`config.mk`:
```
export PLATFORM = sky130hd
export DESIGN_NAME = wddl_dr_receiver_flat
export DESIGN_NICKNAME = d
export VERILOG_FILES = /design/src/rtl/wddl_pkg.sv /design/src/rtl/wddl_dr_receiver_if.sv /design/src/rtl/wddl_rail_check.sv /design/src/rtl/wddl_dr_receiver.sv /design/src/flat_wrapper.sv
export SDC_FILE = /design/constraint.sdc
export NUM_CORES = 1
export LEC_CHECK = 0
export CORE_AREA = 2 2 53 55
export CTS_CLUSTER_SIZE = 28
export DETAILED_ROUTE_END_ITERATION = 10
export DIE_AREA = 0 0 55 57
export PLACE_DENSITY = 0.81
export SYNTH_ARGS = -nofsm -noshare
export SYNTH_HDL_FRONTEND = slang
export SYNTH_SLANG_ARGS = --single-unit
```
`constraint.sdc`:
```
create_clock -name clk -period 5.2 [get_ports clk]
set_input_delay 1.56 -clock clk [delete_from_list [all_inputs] [get_ports clk]]
set_output_delay 1.56 -clock clk [all_outputs]
set_load 0.005 [all_outputs]
```
`src/rtl/wddl_pkg.sv`:
```
`default_nettype none
// ============================================================================
//  Module      : wddl_pkg
//  Description : Shared types and per-rail-pair helpers for the WDDL receiver.
//  Revision    : 1.0  initial release
// ============================================================================
package wddl_pkg;

    typedef enum logic [0:0] {
        PRE  = 1'b0,
        EVAL = 1'b1
    } state_e;

    // Level both rails of a pair sit at during precharge.
    localparam logic WDDL_SPACER = 1'b0;

    function automatic logic rail_spacer_ok(input logic t, input logic f);
        return (t == WDDL_SPACER) && (f == WDDL_SPACER);
    endfunction

    function automatic logic rail_pair_ok(input logic t, input logic f);
        return t ^ f;
    endfunction

endpackage
`default_nettype wire

```
`src/rtl/wddl_dr_receiver_if.sv`:
```
`default_nettype none
// ============================================================================
//  Module      : wddl_dr_receiver_if
//  Description : Dual-rail cone connection plus single-rail valid/ready output.
//  Revision    : 1.0  initial release
// ============================================================================
interface wddl_dr_receiver_if #(
    parameter int WIDTH = 8
);
    import wddl_pkg::*;

    logic [WIDTH-1:0] t_i;
    logic [WIDTH-1:0] f_i;
    logic             prechrg_o;
    logic [WIDTH-1:0] data_o;
    logic             valid_o;
    logic             ready_i;

    // master: the receiver, which drives precharge and the output word.
    modport master (
        input  t_i, f_i, ready_i,
        output prechrg_o, data_o, valid_o
    );

    modport slave (
        output t_i, f_i, ready_i,
        input  prechrg_o, data_o, valid_o
    );

endinterface
`default_nettype wire

```
`src/rtl/wddl_rail_check.sv`:
```
`default_nettype none
// ============================================================================
//  Module      : wddl_rail_check
//  Description : Per-pair spacer and complementarity violation vectors.
//  Revision    : 1.0  initial release
// ============================================================================
module wddl_rail_check
    import wddl_pkg::*;
#(
    parameter int WIDTH = 8
) (
    input  wire logic [WIDTH-1:0] t_i,
    input  wire logic [WIDTH-1:0] f_i,
    output logic [WIDTH-1:0]      spacer_bad_vec_o,
    output logic [WIDTH-1:0]      pair_bad_vec_o
);

    for (genvar i = 0; i < WIDTH; i++) begin : g_bit
        assign spacer_bad_vec_o[i] = !rail_spacer_ok(t_i[i], f_i[i]);
        assign pair_bad_vec_o[i]   = !rail_pair_ok(t_i[i], f_i[i]);
    end

endmodule
`default_nettype wire

```
`src/rtl/wddl_dr_receiver.sv`:
```
`default_nettype none
// ============================================================================
//  Module      : wddl_dr_receiver
//  Description : WDDL cone receiver: precharge sequencing, rail checks and
//                dual-rail to single-rail capture onto a valid/ready output.
//  Revision    : 1.0  initial release
// ============================================================================
module wddl_dr_receiver
    import wddl_pkg::*;
#(
    parameter int WIDTH       = 8,
    parameter int PRE_CYCLES  = 1,
    parameter int EVAL_CYCLES = 1
) (
    input  wire logic          clk,
    input  wire logic          rst_i,
    input  wire logic          en_i,
    wddl_dr_receiver_if.master bus,
    output logic               pre_err_o,
    output logic               eval_err_o,
    output logic [WIDTH-1:0]   err_mask_o,
    output logic               busy_o
);

    localparam int c_MAX_CYCLES = (PRE_CYCLES > EVAL_CYCLES) ? PRE_CYCLES : EVAL_CYCLES;
    localparam int c_CW         = $clog2(c_MAX_CYCLES + 1);
    localparam logic [c_CW-1:0] c_PRE_LAST  = c_CW'(PRE_CYCLES - 1);
    localparam logic [c_CW-1:0] c_EVAL_LAST = c_CW'(EVAL_CYCLES - 1);
    localparam logic [c_CW-1:0] c_CNT_ONE   = c_CW'(1);

    state_e           state_q, state_d;
    logic [c_CW-1:0]  cnt_q, cnt_d;
    logic             valid_q, valid_d;
    logic [WIDTH-1:0] data_q, data_d;
    logic             pre_err_q, pre_err_d;
    logic             eval_err_q, eval_err_d;
    logic [WIDTH-1:0] mask_q, mask_d;

    logic [WIDTH-1:0] w_spacer_bad;
    logic [WIDTH-1:0] w_pair_bad;
    logic             w_slot_free;

    wddl_rail_check #(
        .WIDTH (WIDTH)
    ) u_rail_check (
        .t_i              (bus.t_i),
        .f_i              (bus.f_i),
        .spacer_bad_vec_o (w_spacer_bad),
        .pair_bad_vec_o   (w_pair_bad)
    );

    // The output slot is free, or is being emptied on this very edge.
    assign w_slot_free = !valid_q || bus.ready_i;

    always_comb begin
        state_d    = state_q;
        cnt_d      = cnt_q;
        valid_d    = valid_q && !bus.ready_i;
        data_d     = data_q;
        pre_err_d  = 1'b0;
        eval_err_d = 1'b0;
        mask_d     = mask_q;

        unique case (state_q)
            PRE: begin
                if (cnt_q == c_PRE_LAST) begin
                    if (|w_spacer_bad) begin
                        pre_err_d = 1'b1;
                        mask_d    = w_spacer_bad;
                    end
                    if (en_i && w_slot_free) begin
                        state_d = EVAL;
                        cnt_d   = '0;
                    end
                end else begin
                    cnt_d = cnt_q + c_CNT_ONE;
                end
            end
            EVAL: begin
                if (cnt_q == c_EVAL_LAST) begin
                    if (w_pair_bad == '0) begin
                        data_d  = bus.t_i;
                        valid_d = 1'b1;
                    end else begin
                        eval_err_d = 1'b1;
                        mask_d     = w_pair_bad;
                    end
                    state_d = PRE;
                    cnt_d   = '0;
                end else begin
                    cnt_d = cnt_q + c_CNT_ONE;
                end
            end
            default: begin
                state_d = PRE;
                cnt_d   = '0;
            end
        endcase
    end

    always_ff @(posedge clk) begin
        if (rst_i) begin
            state_q    <= PRE;
            cnt_q      <= '0;
            valid_q    <= 1'b0;
            data_q     <= '0;
            pre_err_q  <= 1'b0;
            eval_err_q <= 1'b0;
            mask_q     <= '0;
        end else begin
            state_q    <= state_d;
            cnt_q      <= cnt_d;
            valid_q    <= valid_d;
            data_q     <= data_d;
            pre_err_q  <= pre_err_d;
            eval_err_q <= eval_err_d;
            mask_q     <= mask_d;
        end
    end

    assign bus.prechrg_o = (state_q == PRE);
    assign bus.data_o    = data_q;
    assign bus.valid_o   = valid_q;
    assign busy_o        = (state_q == EVAL);
    assign pre_err_o     = pre_err_q;
    assign eval_err_o    = eval_err_q;
    assign err_mask_o    = mask_q;

endmodule
`default_nettype wire

```
`src/flat_wrapper.sv`:
```
// flat-port wrapper written by rule: the top's interface ports become plain ports
module wddl_dr_receiver_flat import wddl_pkg::*;
#(
    parameter int WIDTH       = 8,
    parameter int PRE_CYCLES  = 1,
    parameter int EVAL_CYCLES = 1
)
  (clk, rst_i, en_i, pre_err_o, eval_err_o, err_mask_o, busy_o, bus_t_i, bus_f_i, bus_ready_i, bus_prechrg_o, bus_data_o, bus_valid_o);
  wddl_dr_receiver_if #(.WIDTH(WIDTH)) bus_i ();
  input  wire logic clk;
  input  wire logic rst_i;
  input  wire logic en_i;
  output logic pre_err_o;
  output logic eval_err_o;
  output logic [WIDTH-1:0] err_mask_o;
  output logic busy_o;
  input wire logic [$bits(bus_i.t_i)-1:0] bus_t_i;
  input wire logic [$bits(bus_i.f_i)-1:0] bus_f_i;
  input wire logic [$bits(bus_i.ready_i)-1:0] bus_ready_i;
  output wire logic [$bits(bus_i.prechrg_o)-1:0] bus_prechrg_o;
  output wire logic [$bits(bus_i.data_o)-1:0] bus_data_o;
  output wire logic [$bits(bus_i.valid_o)-1:0] bus_valid_o;
  assign bus_i.t_i = bus_t_i;
  assign bus_i.f_i = bus_f_i;
  assign bus_i.ready_i = bus_ready_i;
  assign bus_prechrg_o = bus_i.prechrg_o;
  assign bus_data_o = bus_i.data_o;
  assign bus_valid_o = bus_i.valid_o;
  wddl_dr_receiver #(.WIDTH(WIDTH), .PRE_CYCLES(PRE_CYCLES), .EVAL_CYCLES(EVAL_CYCLES)) u_core (.clk(clk), .rst_i(rst_i), .en_i(en_i), .bus(bus_i), .pre_err_o(pre_err_o), .eval_err_o(eval_err_o), .err_mask_o(err_mask_o), .busy_o(busy_o));
endmodule
```
**After elaboration in Yosys (flattened, before gate mapping)**

Index checks and enable logic that the tools add are counted.

- Bits in registers: 21
- Bits of input ports: 20
- Logic and storage cells: 88

- Add/sub/neg operators: 1
- Equal/unequal tests: 4
- Multiplexer cells: 14
- Bitwise operators: 26
- Reductions and logical operators: 36

Operators with widths:

| kind | count |
|---|---|
| 8-bit two-way mux | 4 |
| 1-bit logical NOT | 18 |
| 1-bit inverter | 18 |
| 8-bit one-hot mux with 2 select lines | 1 |
| 1-bit logical AND | 10 |
| 8-bit logical NOT | 1 |
| 1-bit two-way mux | 8 |
| 8-bit OR reduction | 1 |
| 1-bit bitwise XOR | 8 |
| 2-bit != test (second input constant) | 3 |
| 3-bit OR reduction | 2 |
| 4-bit AND reduction | 1 |
| 3-bit AND reduction | 1 |
| 2-bit by 1-bit != test with 1-bit output (second input constant) | 1 |
| 1-bit one-hot mux with 2 select lines | 1 |
| 2-bit OR reduction | 1 |
| 1-bit adder (second input constant) | 1 |
| 1-bit logical OR | 1 |

**Longest topological paths before layout**

- Depth in word-level cells: 7
- Depth in mapped cells: 7
- Mapped depth without buffers: 6

**Cells and area by module**

A second synthesis with hierarchy kept.

- Cells, all modules: 132
- Area, all modules: 1053.5 um^2

Modules (own cells, without submodules):

| module | instances | cells an instance | area an instance (um^2) | sequential area each (um^2) |
|---|---|---|---|---|
| wddl_dr_receiver | 1 | 92 | 833.3 | 420.4 |
| wddl_rail_check | 1 | 40 | 220.2 | 0.0 |

**Least setup slack after synthesis**

OpenSTA, ideal clock, no wires.

- Kind: input to register
- Start: in bus_f_i[2]
- End: reg u_core.mask_q[0], in the netlist u_core.err_mask_o[0]
- Setup time: 0.116 ns
- Arrival time: 2.635 ns
- Path slack: 2.449 ns
- Stages on the path: 7
- Path buffers: 1
- Path through: inv_1 > ha_1 > nand4_4 > o21bai_4 > buf_6 > a21oi_2 > a41o_1

- Cells in the longest elaborated chain, start to end: 6
- Elaborated cells between the ends (all ways): 10
- Classes of those cells: 2 x eq/ne; 2 x bitwise; 6 x reduce/logical

RTL lines:

| item | RTL line | RTL |
|---|---|---|
| from (decl) | flat_wrapper.sv:18 | `input wire logic [$bits(bus_i.f_i)-1:0] bus_f_i;` |
| 1-bit inverter | wddl_pkg.sv:18 | `return (t == WDDL_SPACER) && (f == WDDL_SPACER);` |
| 1-bit logical AND | wddl_pkg.sv:18 |  |
| 1-bit logical NOT | wddl_rail_check.sv:19 | `assign spacer_bad_vec_o[i] = !rail_spacer_ok(t_i[i], f_i[i]);` |
| 8-bit OR reduction | wddl_dr_receiver.sv:67 | `if (\|w_spacer_bad) begin` |
| 2-bit by 1-bit != test with 1-bit output (no line) | -- |  |
| 4-bit AND reduction (no line) * | -- |  |
| to (signal assigned) | wddl_dr_receiver.sv:117 | `mask_q <= mask_d;` |
| to (decl) | wddl_dr_receiver.sv:37 | `logic [WIDTH-1:0] mask_q, mask_d;` |

Mark *: on every way between the ends. The rest lies on a longest branch, timed or not.
A chain may end at the register's enable or synchronous reset.

**Worst setup path after layout**

- Start: in bus_t_i[6]
- End: reg u_core.data_q[3], in the netlist u_core.bus.data_o[3]

- Cells in the longest elaborated chain, start to end: 4

RTL lines:

| item | RTL line | RTL |
|---|---|---|
| from (decl) | flat_wrapper.sv:17 | `input wire logic [$bits(bus_i.t_i)-1:0] bus_t_i;` |
| 1-bit bitwise XOR | wddl_pkg.sv:22 | `return t ^ f;` |
| 1-bit logical NOT | wddl_rail_check.sv:20 | `assign pair_bad_vec_o[i] = !rail_pair_ok(t_i[i], f_i[i]);` |
| 8-bit logical NOT | wddl_dr_receiver.sv:81 | `if (w_pair_bad == '0) begin` |
| 3-bit AND reduction (no line) | -- |  |
| to (signal assigned) | wddl_dr_receiver.sv:114 | `data_q <= data_d;` |
| to (decl) | wddl_dr_receiver.sv:34 | `logic [WIDTH-1:0] data_q, data_d;` |

No other way between the ends.

==> flow_summary.json <==
{
  "die_h_um": 57,
  "synth_top_area_cell": "dfxtp_1",
  "cts.repair.resized": 0,
  "die_area_um2": 3140,
  "drc": 0,
  "ys_ff_latch": 21,
  "layout_common_cells": "clkdlybuf4s50_1 (40), dfxtp_1 (21), inv_1 (19)",
  "grt_max_degree": 17,
  "wirelength_mm": 2.34,
  "ios": 41,
  "viasPerCell": 4.96,
  "vias": 942,
  "synth.area.top_cells": "dfxtp_1 (36%), mux2i_1 (14%), ha_1 (8.6%), a41o_1 (6.9%), inv_1 (6.1%)",
  "clock-sinks": 21,
  "worstPathRequired_ns": 5.40,
  "grt_antenna_before_repair": 0,
  "rsz0062_at_grt": "false",
  "min_period_ns": 3.37,
  "initialDrtViolationCount": 4,
  "hold_viol": 0,
  "maxCapViolations": 0,
  "cts_setup_buffers": 0,
  "power_density_nw_per_um2": 211,
  "ir_worst_vdd_uv": 190,
  "fin_crit_sh_pct": 64.9,
  "cp_cell_sequence": "clkdlybuf4s50_1, inv_1, ha_1, nand4_4, nor3_2, mux2i_1, nor2_1",
  "syn_inst": 121,
  "nNetsFinal": 188,
  "io_buffer_count": 40,
  "end_kind": "register",
  "synth_nets": 149,
  "htree_levels": 1,
  "final_common_cell": "clkdlybuf4s50_1",
  "grt_pass1_wl_mm": 4.06,
  "drive_gt1_share_pct": 7.55,
  "path_clk_slew_ns": 0.12,
  "stdcell_count": 190,
  "diodes": 0,
  "cts_tree": "built",
  "crit_buf_inv": 2,
  "worst-path-max-fanout": 9,
  "first_pass_iters": 4,
  "cts_buffers": 3,
  "wl_per_cell_um": 12.3,
  "skew_ns": 0.000484,
  "worst_slew_pin_slew_ns": 0.782,
  "clock_latency_ns": 0.31,
  "slew_headroom_pct": 47.6,
  "ctsHoldBuffers": 0,
  "gr-total-overflow": 0,
  "fmax_ghz": 0.296,
  "hpwl_mm": 1.93,
  "start_util_pct": 44.4,
  "cpMaxStageDelayCell": "nor3_2",
  "cts_buffer_depth": 2,
  "core-area_um2": 2620,
  "finalSetupViolations": 0,
  "critPathTopFamily": "simple AND/OR/NAND/NOR gates",
  "arrival_ns": 3.57,
  "startpoint_type": "input pin",
  "die_x_um": 55,
  "status": "complete, no violations",
  "synth.distinct_cells": 23,
  "yosysWarnings": 0,
  "synth_top_area_share_pct": 36.2,
  "synth_area_um2": 1160,
  "postSynthAreaPerCell_um2": 9.61,
  "syn2layout_area_growth_pct": 35.2,
  "gr-usage-all-layers_pct": 17.3,
  "row_count": 19,
  "critPathMaxStageDelay_ns": 0.68,
  "min_path_type": "reg -> reg",
  "final_antenna_net_count": 0,
  "ys_seq_area_share_pct": 36.2,
  "globalplace.congestion": 0.752,
  "place_inst": 186,
  "grt_pass1_vias": 946,
  "clock_tree.root_cell": "clkbuf_4",
  "critPathKind": "in -> reg",
  "final-max-slew-violation-count": 0,
  "tns_ns": 0,
  "p_leak_nw": 0.683
}
[where the power goes]
part           leakage [nW]  internal (mW)  total, mW  switching (mW)
clock                0.0177         0.0288     0.0816          0.0528
sequential            0.172          0.169      0.175         0.00593
combinational         0.494         0.0441     0.0760          0.0319
total                 0.683          0.242      0.332          0.0906
[Yosys cell counts]
cell type  instances
o21bai_4           1
nand4_4            2
dfxtp_1           21
nand4_1            1
buf_6              2
buf_4              1
clkbuf_1           2
buf_12             1
mux2i_1           16
a21oi_2            2
nor2_1            11
nor3_2             1
inv_1             19
a21oi_1            8
nor4_1             2
nand3_1            1
nand4_2            1
nand2_1            9
o21ai_4            1
nand2b_1           2
conb_1             1
ha_1               8
a41o_1             8
[registers in the layout (all words and copies together) (netlist names)]
name and cells:
u_core.cnt_q 1, u_core.pre_err_o 1, u_core.busy_o 1, u_core.err_mask_o 8
u_core.bus.data_o 8, u_core.eval_err_o 1, u_core.bus.valid_o 1
[cells by family (layout without fill, tap and decap cells)]
kind of cell | after synthesis | in the layout | synth area share, %
other | 1 | 1 | 0.323
DFF | 21 | 21 | 36.2
buffers and inverters | 25 | 63 | 11.1
and+or+nand+nor | 30 | 30 | 15.2
AOI/OAI and AO/OA | 20 | 20 | 14.9
adders and majority gates | 8 | 8 | 8.61
muxes | 16 | 16 | 13.8
[layer usage]
layer / GRT usage [%] / share of wire, % / up-vias
met5: 0 / 0 / -
met4: 7.32 / 1.9 / 0
met3: 4.19 / 6.7 / 5
met2: 28.6 / 49 / 33
met1: 21.1 / 42 / 411
li1: - / - / 493
[per-stage QoR]
step                      hold WS, ns  area [um2]  setup WS, ns  power, mW  utilization (%)
final                           0.500        1570          1.83      0.332             60.1
after floorplan                 0.456        1160          2.45      0.221                -
after CTS                       0.498        1570          1.80      0.335             60.1
after global placement          0.476        1540          1.49      0.252             59.0
after global routing            0.527        1570          1.64      0.351             60.1
after detailed placement        0.479        1540          1.45      0.255             59.0
[area by class of cell]
cell class	count	area (um2)
Sequential cell	21	420
Inverter	19	71.3
Clock buffer	3	22.5
Tap cell	31	38.8
Timing Repair Buffer	40	400
Fill cell	244	1040
Multi-Input combinational cell	75	613
Clock inverter	1	5.00
[path summary, 6_finish.rpt]
| check | startpoint | endpoint | slack (ns) | cells after the start |
|---|---|---|---|---|
| setup / recovery | bus_t_i[6] | u_core.bus.data_o[3] | 1.83 | 7 |
| hold / removal | u_core.cnt_q | u_core.pre_err_o | 0.50 | 1 |
| setup reg to reg | u_core.busy_o | u_core.bus.data_o[3] | 3.22 | 4 |
| hold reg to reg | u_core.cnt_q | u_core.pre_err_o | 0.50 | 1 |
(Power assumes the default switching activity.)
